[src/rtl/rgb_window_column_feeder.sv]
// Turns a raster-order RGB pixel stream into per-channel 3x1 vertical columns
// {row y, row y-1, row y-2} using two line buffers per pixel position.
module rgb_window_column_feeder #(
  parameter int DATA_WIDTH = 8,
  parameter int IMG_WIDTH  = 64,
  parameter int IMG_HEIGHT = 64
) (
  input  logic                    clk,
  input  logic                    rst,
  input  logic                    pix_valid,
  input  logic                    pix_sof,
  input  logic [3*DATA_WIDTH-1:0] pix_rgb,
  output logic [3*DATA_WIDTH-1:0] input_col_r,
  output logic [3*DATA_WIDTH-1:0] input_col_g,
  output logic [3*DATA_WIDTH-1:0] input_col_b,
  output logic                    col_valid,
  output logic                    col_last,
  output logic                    frame_done,
  output logic                    dbg_stream
);

  localparam int DW = DATA_WIDTH;
  localparam int PW = 3 * DATA_WIDTH;
  localparam int XW = $clog2(IMG_WIDTH);
  localparam int YW = $clog2(IMG_HEIGHT);

  typedef enum logic {FILL = 1'b0, STREAM = 1'b1} state_e;

  state_e          state_q, state_d, state_eff;
  logic [XW-1:0]   x_cnt_q, x_cnt_d, x_cur;
  logic [YW-1:0]   y_cnt_q, y_cnt_d, y_cur;
  logic [PW-1:0]   buf0_q [IMG_WIDTH];
  logic [PW-1:0]   buf1_q [IMG_WIDTH];
  logic [PW-1:0]   row1, row2;
  logic            row_end, frame_end, emit;
  logic [PW-1:0]   col_r_d, col_g_d, col_b_d;
  logic            col_valid_d, col_last_d, frame_done_d;

  // A start-of-frame pixel overrides the counters and the state for its own cycle.
  always_comb begin
    x_cur     = pix_sof ? '0 : x_cnt_q;
    y_cur     = pix_sof ? '0 : y_cnt_q;
    state_eff = pix_sof ? FILL : state_q;
    row_end   = (x_cur == XW'(IMG_WIDTH - 1));
    frame_end = row_end && (y_cur == YW'(IMG_HEIGHT - 1));
    row1      = buf0_q[x_cur];
    row2      = buf1_q[x_cur];
  end

  always_comb begin
    x_cnt_d = x_cnt_q;
    y_cnt_d = y_cnt_q;
    if (pix_valid) begin
      x_cnt_d = row_end ? '0 : x_cur + XW'(1);
      if (row_end) y_cnt_d = frame_end ? '0 : y_cur + YW'(1);
      else         y_cnt_d = y_cur;
    end
  end

  // FSM: state register
  always_ff @(posedge clk) begin
    if (rst) state_q <= FILL;
    else     state_q <= state_d;
  end

  // FSM: next state
  always_comb begin
    state_d = state_q;
    if (pix_valid) begin
      case (state_eff)
        FILL:    state_d = (row_end && (y_cur == YW'(1))) ? STREAM : FILL;
        STREAM:  state_d = frame_end ? FILL : STREAM;
        default: state_d = FILL;
      endcase
    end
  end

  // FSM: outputs (registered one cycle later)
  always_comb begin
    emit         = pix_valid && (state_eff == STREAM);
    col_valid_d  = emit;
    col_last_d   = emit && row_end;
    frame_done_d = emit && frame_end;
    col_r_d      = input_col_r;
    col_g_d      = input_col_g;
    col_b_d      = input_col_b;
    if (emit) begin
      col_r_d = {pix_rgb[3*DW-1:2*DW], row1[3*DW-1:2*DW], row2[3*DW-1:2*DW]};
      col_g_d = {pix_rgb[2*DW-1:DW],   row1[2*DW-1:DW],   row2[2*DW-1:DW]};
      col_b_d = {pix_rgb[DW-1:0],      row1[DW-1:0],      row2[DW-1:0]};
    end
  end

  always_ff @(posedge clk) begin
    if (rst) begin
      x_cnt_q     <= '0;
      y_cnt_q     <= '0;
      input_col_r <= '0;
      input_col_g <= '0;
      input_col_b <= '0;
      col_valid   <= 1'b0;
      col_last    <= 1'b0;
      frame_done  <= 1'b0;
    end else begin
      x_cnt_q     <= x_cnt_d;
      y_cnt_q     <= y_cnt_d;
      input_col_r <= col_r_d;
      input_col_g <= col_g_d;
      input_col_b <= col_b_d;
      col_valid   <= col_valid_d;
      col_last    <= col_last_d;
      frame_done  <= frame_done_d;
    end
  end

  // Line buffers are not reset: FILL rewrites both rows before any read is emitted.
  always_ff @(posedge clk) begin
    if (pix_valid) begin
      buf1_q[x_cur] <= row1;
      buf0_q[x_cur] <= pix_rgb;
    end
  end

  assign dbg_stream = (state_q == STREAM);

endmodule

[config.mk]
export PLATFORM = sky130hd
export DESIGN_NAME = rgb_window_column_feeder
export DESIGN_NICKNAME = d
export VERILOG_FILES = /design/src/rtl/rgb_window_column_feeder.sv
export SDC_FILE = /design/constraint.sdc
export NUM_CORES = 2
export LEC_CHECK = 0
export CAP_MARGIN = 20
export CORE_MARGIN = 2
export CORE_UTILIZATION = 55
export CTS_BUF_LIST = sky130_fd_sc_hd__clkbuf_4 sky130_fd_sc_hd__clkbuf_8
export DETAILED_ROUTE_END_ITERATION = 10
export PLACE_DENSITY_LB_ADDON = 0.2
export SLEW_MARGIN = 20
export SYNTH_ARGS = -nofsm -noshare
export SYNTH_HDL_FRONTEND = slang
export SYNTH_SLANG_ARGS = --single-unit
[constraint.sdc]
create_clock -name clk -period 9.7 [get_ports clk]
set_input_delay 1.94 -clock clk [delete_from_list [all_inputs] [get_ports clk]]
set_output_delay 1.94 -clock clk [all_outputs]
set_load 0.01 [all_outputs]
==> out/metrics.yaml <==
routing:
  first_pass_iters: 6
  first_iter_violations: 11149
  viasPerCell: 6.79
  vias: 75051
  wl_um: 383000
  routedWlPerCell_um: 34.6
  postRouteAntennaNets: 0
  post-route-drc-count: 0
clock_network:
  cts.sinks: 3160
  path_clk_slew_ns: 0.06
  htree_levels: 5
  cts_buffers: 497
  cts_hold_buf: 0
  clock_path_buffers: 4
  cts_resized: 0
  root_buffer: "clkbuf_8"
  worstSkewPairLatency_ns: 1.15
  cts_setup_buffers: 0
  cts_tree: "done"
logic_synthesis:
  yosys_warnings: 0
  synth_commonest_cells: "edfxtp_1, mux2i_1, o22ai_1"
  synth_edf_count: 3072
  syn_avg_cell_area_um2: 16.8
  synthArstFlopShare: 0
  ys.flop_type: "edfxtp_1"
  syn-cell-area_um2: 124000
  synthCells: 7378
  synth_top_cell_by_area: "edfxtp_1"
  seq_area_frac_synth: 0.758
  yosysMostFrequentCell: "edfxtp_1"
  synth_top_area_frac: 0.744
  synthTopCellsByArea: "edfxtp_1, mux2i_1, o22ai_1"
  synth_cell_types: 65
  ys_ff_latch: 3160
  syn_nets: 7408
pwr:
  power_density_nw_per_um2: 200
  power_uw: 27700
  vdd_drop_max_v: 0.000181
  leakagePower_uw: 0.0439
  power.switching_uw: 6120
  power.share.switching: 0.221
  p_clk_frac: 0.400
  internal-power_uw: 21600
  p_comb_frac: 0.052
  pwr-share-seq: 0.548
timing:
  hold_viol: 0
  maxSlewViolCount: 0
  rsz0062_at_grt: "false"
  max-slew-margin-rel: 0.195
  worst_pin_slew_ns: 1.20
  min_period_ns: 5.51
  fin_setup_tns_ns: 0
  skew_ns: 0.0674
  period_share: 0.568
  setup_viol: 0
  fmax_mhz: 182
setup_path:
  startpoint_type: "input port"
  worstPathMaxFanout: 74
  cp.arrival_ns: 6.39
  crit_required_ns: 10.58
  path_class: "in2reg"
  crit_path_end_kind: "flip-flop"
floorplan:
  initial_core_util: 0.552
  core-area_um2: 224000
  die_w_um: 479
  chipHeight_um: 479
  ios: 104
  rows: 174
  dieArea_um2: 229000
status:
  status: "finished, final reports clean"
global_route:
  antenna_found_initial: 14
  grt_overflow: 0
  grt_max_degree: 153
  grt_pass1_vias: 73192
  track_usage: 0.329
  grt_first_pass_wirelength_um: 537000
cells_and_area:
  multi_input_comb_area_um2: 28100
  drive_above_1_share: 0.162
  final_core_util: 0.617
  fillCellCount: 16063
  regArea_um2: 94000
  nets: 7703
  final_area_um2: 139000
  syn2layout_area_growth_pct: 11.7
flow_run:
  cap_violations: 0
min_path:
  worstHoldPathType: "reg2reg"
placement:
  io_buffers: 103
  dpl_cell_area_um2: 129000
  gp_congestion: 0.863
  dp.final_hpwl_um: 197000
per-layer routing:
metal	routed length, µm	GRT usage
met1	143000	0.447
met2	174000	0.502
met3	44400	0.0748
met4	21000	0.168
met5	27	0
state kept, by name, indices dropped and copies added, names as in the netlist:
name / count
buf0_q: 1536
buf1_q: 1536
input_col_b: 24
input_col_g: 24
input_col_r: 24
x_cnt_q: 6
y_cnt_q: 6
col_last: 1
col_valid: 1
dbg_stream: 1
frame_done: 1
cell families (layout without fill, tap and decap cells):
kind of cell | count (synthesis) | after routing | synth area share
DFF | 3160 | 3160 | 0.758
AOI/OAI and AO/OA | 1904 | 1904 | 0.109
muxes | 972 | 972 | 0.0803
and+or+nand+nor | 799 | 799 | 0.0311
buffers and inverters | 538 | 1215 | 0.0207
xor gates and xnor gates | 3 | 3 | 0.000212
adders and majority gates | 2 | 2 | 0.000202
other | 0 | 11 | 0
through the flow:
step           std cells  worst slack, ns  hold WS [ns]
2_1_floorplan       7378             3.78         0.448
3_3_place_gp       10160             3.16         0.444
3_5_place_dp       10164             3.24         0.449
4_1_cts            11045             4.25         0.457
5_1_grt            11050             4.18         0.478
6_report           11058             4.19         0.453
worst max-delay path, cell delays in order:
cell      delay, ns
buf_8          0.25
buf_4          0.44
nor2b_4        0.68
buf_4          0.59
a22o_1         0.22
a211oi_1       0.08
nor3_1         0.83
or3_1          0.71
buf_4          0.48
layout by cell type (no fill, tap or decap), types with 77 or more instances in the layout:
cell type	instances
clkbuf_4	191
mux2_2	127
nand2b_1	95
a221oi_1	158
a211oi_1	241
clkdlybuf4s50_1	77
nand2_1	299
mux2i_1	839
buf_4	206
edfxtp_1	3072
o22ai_1	340
dfxtp_1	84
o21ai_0	283
a21oi_1	247
a22o_1	175
a221o_1	99
clkbuf_8	536
a22oi_1	95
clkinv_1	95
nor2_1	130
worst paths after layout:
check,start,endpoint,slack (ns),depth (start not counted)
min reg2reg,input_col_r[20]$_SDFFE_PP0N_,input_col_r[20]$_SDFFE_PP0N_,0.45,2
max reg2reg,x_cnt_q[0]$_SDFFE_PP0P_,buf1_q[31][0]$_DFFE_PP_,4.34,8
max,pix_sof,buf1_q[31][0]$_DFFE_PP_,4.19,9
min,input_col_r[20]$_SDFFE_PP0N_,input_col_r[20]$_SDFFE_PP0N_,0.45,2
cell type report:
type,instances,area share
Tap cell,2992,0.0270
Timing Repair Buffer,327,0.0211
Inverter,7,0.000244
Sequential cell,3160,0.679
Clock inverter,154,0.00650
Clock buffer,727,0.0636
Antenna cell,11,0.000199
Multi-Input combinational cell,3680,0.203
power groups by stage:
stage               clock, µW  sequential, µW  combinational, µW
floorplan                   0           15400                890
global placement            0           15400               1380
detailed placement          0           15400               1410
CTS                     11200           15200               1410
global route            11700           15200               1510
finish                  11100           15200               1440
No activity file was read; power rests on OpenSTA's default activity.
